===== src/rtl/fir_mac_filter.sv =====
// Time-multiplexed signed FIR filter: one shared MAC walks a circular delay line
// against run-time loadable coefficients. The output is rounded, scaled and saturated.
module fir_mac_filter #(
  parameter int ORDER    = 8,
  parameter int SAMPLE_W = 24,
  parameter int COEF_W   = 16,
  parameter int OUT_W    = 24,
  parameter int SHIFT    = 15,
  localparam int AW      = (ORDER > 1) ? $clog2(ORDER) : 1,
  localparam int ACC_W   = SAMPLE_W + COEF_W + $clog2(ORDER)
) (
  input  logic                       i_clk,
  input  logic                       i_rst,
  input  logic signed [SAMPLE_W-1:0] i_sample,
  input  logic                       i_valid,
  output logic                       o_ready,
  input  logic                       i_coef_we,
  input  logic [AW-1:0]              i_coef_addr,
  input  logic signed [COEF_W-1:0]   i_coef_data,
  output logic signed [OUT_W-1:0]    o_result,
  output logic                       o_valid,
  output logic                       o_sat
);

  localparam int PROD_W = SAMPLE_W + COEF_W;
  localparam logic [AW-1:0] LAST_TAP = AW'(ORDER - 1);
  localparam logic [AW:0]   ORDER_C  = (AW+1)'(ORDER);
  localparam logic [ACC_W:0] ONE     = {{ACC_W{1'b0}}, 1'b1};
  // Half an output LSB; collapses to zero when SHIFT is 0.
  localparam logic signed [ACC_W:0] RND = (ONE << SHIFT) >> 1;
  localparam logic signed [ACC_W:0] OUT_MAX = {{(ACC_W + 2 - OUT_W){1'b0}}, {(OUT_W - 1){1'b1}}};
  localparam logic signed [ACC_W:0] OUT_MIN = {{(ACC_W + 2 - OUT_W){1'b1}}, {(OUT_W - 1){1'b0}}};

  typedef enum logic [1:0] {IDLE, MAC, OUT} state_t;

  state_t                     state_reg;
  logic signed [SAMPLE_W-1:0] delay_reg [ORDER];
  logic signed [COEF_W-1:0]   coef_reg  [ORDER];
  logic [AW-1:0]              head_reg;
  logic [AW-1:0]              rd_ptr_reg;
  logic [AW-1:0]              tap_reg;
  logic signed [ACC_W-1:0]    acc_reg;

  logic                       accept;
  logic                       coef_wr;
  logic signed [SAMPLE_W-1:0] x_cur;
  logic signed [COEF_W-1:0]   h_cur;
  logic signed [PROD_W-1:0]   prod;
  logic signed [ACC_W-1:0]    prod_ext;
  logic signed [ACC_W:0]      rnd_sum;
  logic signed [ACC_W:0]      shifted;
  logic signed [OUT_W-1:0]    result_next;
  logic                       sat_next;

  assign accept  = (state_reg == IDLE) && i_valid;
  assign coef_wr = (state_reg == IDLE) && i_coef_we && ({1'b0, i_coef_addr} < ORDER_C);

  // Per-entry storage so every tap has exactly one writer and its own reset.
  for (genvar gi = 0; gi < ORDER; gi++) begin : g_tap
    always_ff @(posedge i_clk or posedge i_rst) begin
      if (i_rst) begin
        delay_reg[gi] <= '0;
      end else if (accept && (head_reg == AW'(gi))) begin
        delay_reg[gi] <= i_sample;
      end
    end

    always_ff @(posedge i_clk or posedge i_rst) begin
      if (i_rst) begin
        coef_reg[gi] <= '0;
      end else if (coef_wr && (i_coef_addr == AW'(gi))) begin
        coef_reg[gi] <= i_coef_data;
      end
    end
  end

  assign x_cur    = delay_reg[rd_ptr_reg];
  assign h_cur    = coef_reg[tap_reg];
  assign prod     = x_cur * h_cur;
  assign prod_ext = {{(ACC_W - PROD_W){prod[PROD_W-1]}}, prod};

  // One guard bit above the accumulator keeps the rounding add from wrapping.
  assign rnd_sum = {acc_reg[ACC_W-1], acc_reg} + RND;
  assign shifted = rnd_sum >>> SHIFT;

  always_comb begin
    sat_next    = 1'b0;
    result_next = shifted[OUT_W-1:0];
    if (shifted > OUT_MAX) begin
      sat_next    = 1'b1;
      result_next = OUT_MAX[OUT_W-1:0];
    end else if (shifted < OUT_MIN) begin
      sat_next    = 1'b1;
      result_next = OUT_MIN[OUT_W-1:0];
    end
  end

  always_ff @(posedge i_clk or posedge i_rst) begin
    if (i_rst) begin
      state_reg  <= IDLE;
      o_ready    <= 1'b1;
      o_result   <= '0;
      o_valid    <= 1'b0;
      o_sat      <= 1'b0;
      acc_reg    <= '0;
      head_reg   <= '0;
      rd_ptr_reg <= '0;
      tap_reg    <= '0;
    end else begin
      o_valid <= 1'b0;
      case (state_reg)
        IDLE: begin
          if (i_valid) begin
            acc_reg    <= '0;
            tap_reg    <= '0;
            rd_ptr_reg <= head_reg;
            o_ready    <= 1'b0;
            state_reg  <= MAC;
          end
        end
        MAC: begin
          acc_reg    <= acc_reg + prod_ext;
          // Walk backwards in time: x[n-k] sits at (head - k) mod ORDER.
          rd_ptr_reg <= (rd_ptr_reg == '0) ? LAST_TAP : rd_ptr_reg - 1'b1;
          if (tap_reg == LAST_TAP) begin
            head_reg  <= (head_reg == LAST_TAP) ? '0 : head_reg + 1'b1;
            state_reg <= OUT;
          end else begin
            tap_reg <= tap_reg + 1'b1;
          end
        end
        OUT: begin
          o_result  <= result_next;
          o_sat     <= sat_next;
          o_valid   <= 1'b1;
          o_ready   <= 1'b1;
          state_reg <= IDLE;
        end
        default: begin
          o_ready   <= 1'b1;
          state_reg <= IDLE;
        end
      endcase
    end
  end

endmodule


===== config.mk =====
export PLATFORM = sky130hd
export DESIGN_NAME = fir_mac_filter
export DESIGN_NICKNAME = d
export VERILOG_FILES = /design/src/rtl/fir_mac_filter.sv
export SDC_FILE = /design/constraint.sdc
export NUM_CORES = 2
export LEC_CHECK = 0
export ABC_AREA = 1
export BUFFER_PORTS_ARGS = -buffer_cell sky130_fd_sc_hd__buf_4
export CAP_MARGIN = 15
export CELL_PAD_IN_SITES_DETAIL_PLACEMENT = 1
export CELL_PAD_IN_SITES_GLOBAL_PLACEMENT = 2
export CORE_ASPECT_RATIO = 1.2
export CORE_MARGIN = 2
export CORE_UTILIZATION = 35
export CTS_CLUSTER_SIZE = 16
export DETAILED_ROUTE_END_ITERATION = 7
export GPL_TIMING_DRIVEN = 1
export PLACE_DENSITY = 0.8
export SYNTH_ARGS = -nofsm -noshare
export SYNTH_HDL_FRONTEND = slang
export SYNTH_SLANG_ARGS = --single-unit

===== constraint.sdc =====
create_clock -name i_clk -period 37.5 [get_ports i_clk]
set_input_delay 7.5 -clock i_clk [delete_from_list [all_inputs] [get_ports i_clk]]
set_output_delay 7.5 -clock i_clk [all_outputs]
set_load 0.03 [all_outputs]

## Yosys cells after proc, flatten, opt, wreduce, memory -nomap -nowiden

Cells that the tools add are included.

| storage, ports and cells | value |
|---|---|
| register bits | 401 |
| output and inout bits | 27 |
| word-level logic and storage cells | 111 |

| cells by class | value |
|---|---|
| add/sub/neg operators | 5 |
| multiply operators | 1 |
| order comparisons | 4 |
| equal/unequal tests | 20 |
| multiplexer cells | 25 |
| bitwise gates (word level) | 3 |
| reductions and logical operators | 28 |

Operators with widths:

| operator | count |
|---|---|
| $mux 24 | 4 |
| $pmux 43 s2 | 1 |
| $bmux 24 s3 | 1 |
| $bmux 16 s3 | 1 |
| $add 43x16->44 const B | 1 |
| $add 43x40->43 | 1 |
| $mux 43 | 1 |
| $mul 24x16->40 | 1 |
| $mux 16 | 2 |
| $gt 29x24->1 const B | 1 |
| $lt 29x24->1 const B | 1 |
| $eq 3x3->1 const B | 9 |
| $logic_and 1x1->1 | 18 |
| $mux 3 | 5 |
| $eq 3x2->1 const B | 4 |
| $pmux 3 s2 | 2 |
| $logic_not 3->1 | 3 |
| $ge 4x4->1 const B | 2 |
| $not 3->4 | 2 |
| $reduce_and 2->1 | 4 |
| $add 3x1->3 const B | 2 |
| $eq 3x1->1 const B | 2 |
| $ne 2x2->1 const B | 3 |
| $mux 1 | 4 |
| 10 further kinds | 11 |

## Logic depth before layout (Yosys ltp)

| depth | value |
|---|---|
| depth in word-level cells | 7 |
| gate-level depth with buffers | 36 |
| gate-level depth less buffers | 33 |

## Worst setup path after synthesis

Ideal clock, no wire load.

| timing path | value |
|---|---|
| path kind | input port to flip-flop |
| start point | input i_valid |
| end point | register delay_reg[20] (netlist bit) |
| library setup time | 132 ps |
| data arrival time | 8515 ps |
| data required time | 37368 ps |
| setup slack | 28853 ps |
| stages on the path | 7 |
| buffers on the path | 3 |
| cells stage by stage | nand2_1 -> inv_1 -> buf_2 -> nand2_1 -> clkbuf_1 -> clkbuf_1 -> o21ai_0 |

| on the way | value |
|---|---|
| cells in the longest elaborated chain, start to end | 2 |

Ends and longest elaborated chain:

| element | RTL line | text |
|---|---|---|
| start, declared | 15 | `input logic i_valid,` |
| $logic_and 1x1->1 | 55 | `assign accept = (state_reg == IDLE) && i_valid;` |
| $logic_and 1x1->1 | 63 | `end else if (accept && (head_reg == AW'(gi))) begin` |
| end signal, assigned by index | 64 | `delay_reg[gi] <= i_sample;` |
| end, declared | 37 | `logic signed [SAMPLE_W-1:0] delay_reg [ORDER];` |

Every way passes these cells.
A chain may end at the register's enable or synchronous reset.

==> metrics <==
Num CTS Buffers 46; detailed-route DRC error count 0; buffer and inverter count on the worst path 4; worst-path cell chain buf_4 -> inv_8 -> buf_4 -> buf_4; crit path capture type async pin; CTS tree yes; Die Y 346.9 microns; Post-synth top flop dfrtp_1; number of buffers added on ports 73; Hold Crit Depth 2; RSZ-0062 raised after global routing no; Final ANT Viol Nets 0; layout cell share with drive strength beyond 1 0.06962; R2R Setup Slk roughly 28000 ps; Syn Area/Cell between 8 and 9 sq um; Slew Viols, Final 0; DR iter-0 viols 1179; clock latency on the worst-skew pair roughly 630 ps; Synth area leaders dfrtp_1 (29%), fa_1 (25%), nand2_1 (9.6%); Yosys cell types 46; Die W between 200 and 300 microns; root buf cell clkbuf_16; worst r2r src tap_reg[0]; first-pass GRT wire length 173900 microns; Reg2Reg Capture Point acc_reg[41]; Hold Crit Class reg -> reg; Synth Register Bits between 400 and 500; Placed Area roughly 36000 sq um; Die ar. roughly 100000 sq um; post-route cell area approximately 38000 sq um; max reg flops 192; Crit path max-delay family buffers and inverters; cts hold-fix bufs 0; worst relative slew slack 0.2770; postcts setup bufs 0; Setup crit start kind input port; fin worst setup slack approximately 28000 ps; DRT Wirelength between 100000 and 150000 microns; # diodes 0; Area Overhead vs Synth 10.14%; Worst path most repeated cell buf_4; Seq/Total Area, Yosys 0.2927; synth warn 0; critical setup path kind in -> async; Max H-tree Level 2; min-delay src coef_reg[102]; Post-layout nets just under 5000; net count after synthesis approximately 4800; Core Box Area around 97000 sq um; Gate Count Post-Synth 4208; post_cts resized 0; endpoints failing setup 0; Tcrit/Tclk final 0.2517; Worst EP arrival 10010 ps; EDFF count, synth 0; Critical Path RT between 30000 and 40000 ps; worst slew pin tran about 1100 ps; Routed WL per cell between 15 and 20 microns; I/O pins 74; DRT Pass-1 Iters 5; Sink Count between 400 and 500; total grt overflow 0; reg2reg path depth 28; post-synth top area share 0.2919; Slowest-stage cell, CP buf_4; initial antenna violation count 0; Total GRT Usage 0.2226; f_max between 0.1 and 0.15 GHz; Hold EP coef_reg[102]; clock transition at the registers of the reported paths 60 ps; clock skew approximately 41 ps; Yosys top cell by area dfrtp_1; max incr delay on CP 900 ps; Synth async-reset ratio 1.000; max-cap viol count 0; vias in the first global route between 30000 and 40000; initial core utilization 0.3536; crit path from i_rst; largest net degree at the start of global routing 159; maximum clock path buffer count 3; Synth Cell Area about 34000 sq um; cell depth of the worst setup path 4; Max FO, Critical Path a little over 100; outcome finished clean; setup TNS 0 ps; pre-CTS setup slack 27330 ps; cell row count ~130; Vias approximately 28000; Min Clock Period, post-route 9441 ps; dpl hpwl 82080 microns; final hold violation count 0; RePlAce Congestion 0.9388; post-DR vias/cell ~5
worst min-delay path, stage by stage, from the launching register on:
cell and delay [ps]:
dfrtp_1 340, nand2_1 50, o21ai_0 60
cell type report:
cell class / count / area (sq um)
well taps: 1270 / 1589
clock inverters: 18 / 266.5
inverters: 721 / 2714
clock buffers: 66 / 1378
flip-flops and latches: 401 / 10040
multi-input cells: 2903 / 20790
fillers: 11730 / 59200
repair buffers: 128 / 985.9
per-stage QoR:
step	util	hold WS, ps	std cells
floorplan	-	447.8	4208
global placement	0.3723	459.8	5422
detailed placement	0.3723	467.4	5422
CTS	0.3892	482.3	5506
global route	0.3894	497.7	5507
finish	0.3894	477.7	5507
Yosys cell counts, types with 2 or more instances:
cell / number
o22ai_1: 63
o21ai_0: 564
dfrtp_1: 400
nand2_2: 5
nor2_2: 7
o21bai_1: 9
nand3_1: 61
a21o_1: 4
a22o_1: 5
buf_2: 73
nor2_4: 3
nand3b_1: 2
buf_6: 5
o21ai_1: 11
xor2_1: 17
nor2_1: 523
clkbuf_2: 2
a21oi_1: 96
clkbuf_1: 89
o21a_1: 3
inv_2: 13
buf_1: 11
o21ai_2: 14
buf_4: 3
fa_1: 430
inv_1: 707
o221ai_1: 2
o211ai_1: 2
nor3_1: 14
ha_1: 131
nand2_1: 878
xnor2_1: 15
a21oi_2: 20
nand4_1: 13
a32o_1: 2
placed cells by master, fill, tap and decap left out, drive strengths merged, types with 2 or more instances in the layout:
| cell type | instances |
|---|---|
| nand2 | 883 |
| inv | 722 |
| o21ai | 589 |
| nor2 | 533 |
| fa | 430 |
| dfrtp | 400 |
| ha | 131 |
| buf | 128 |
| a21oi | 116 |
| clkbuf | 66 |
| o22ai | 63 |
| nand3 | 62 |
| xor2 | 17 |
| xnor2 | 15 |
| nor3 | 15 |
| nand4 | 13 |
| clkinv | 12 |
| o21bai | 9 |
| a22o | 5 |
| bufinv | 5 |
| a21o | 4 |
| o21a | 3 |
| a32o | 2 |
| o211ai | 2 |
| nand3b | 2 |
| o221ai | 2 |
| a31oi | 2 |
cell families (layout without fill, tap and decap cells):
kind of cell,Yosys count,in the layout,share of synthesized area
buffers and inverters,904,933,0.1031
AO/OA/AOI/OAI,800,800,0.1257
adder cells (fa/ha/maj),561,561,0.2989
XOR/XNOR,32,32,0.008174
AND/OR/NAND/NOR,1510,1510,0.1714
flip-flops,401,401,0.2927
how the worst max path moves through the flow:
stage | slack, ps | endpoint
final | 28060 | delay_reg[169]
after global routing | 27670 | delay_reg[169]
after CTS | 27950 | delay_reg[103]
after detailed placement | 27330 | delay_reg[103]
after global placement | 27330 | delay_reg[64]
after floorplan | 18850 | acc_reg[0]
metal layers:
layer | global-route usage | up-vias | wire, microns
met5 | 0 | - | 0
met4 | 0.05589 | 0 | 2784
met3 | 0.02181 | 138 | 3053
met2 | 0.4016 | 401 | 55980
met1 | 0.2828 | 14240 | 47090
li1 | - | 12950 | -
Power is not shown: default switching activity piles up to over one toggle a cycle in this logic, so the estimate is an artifact.
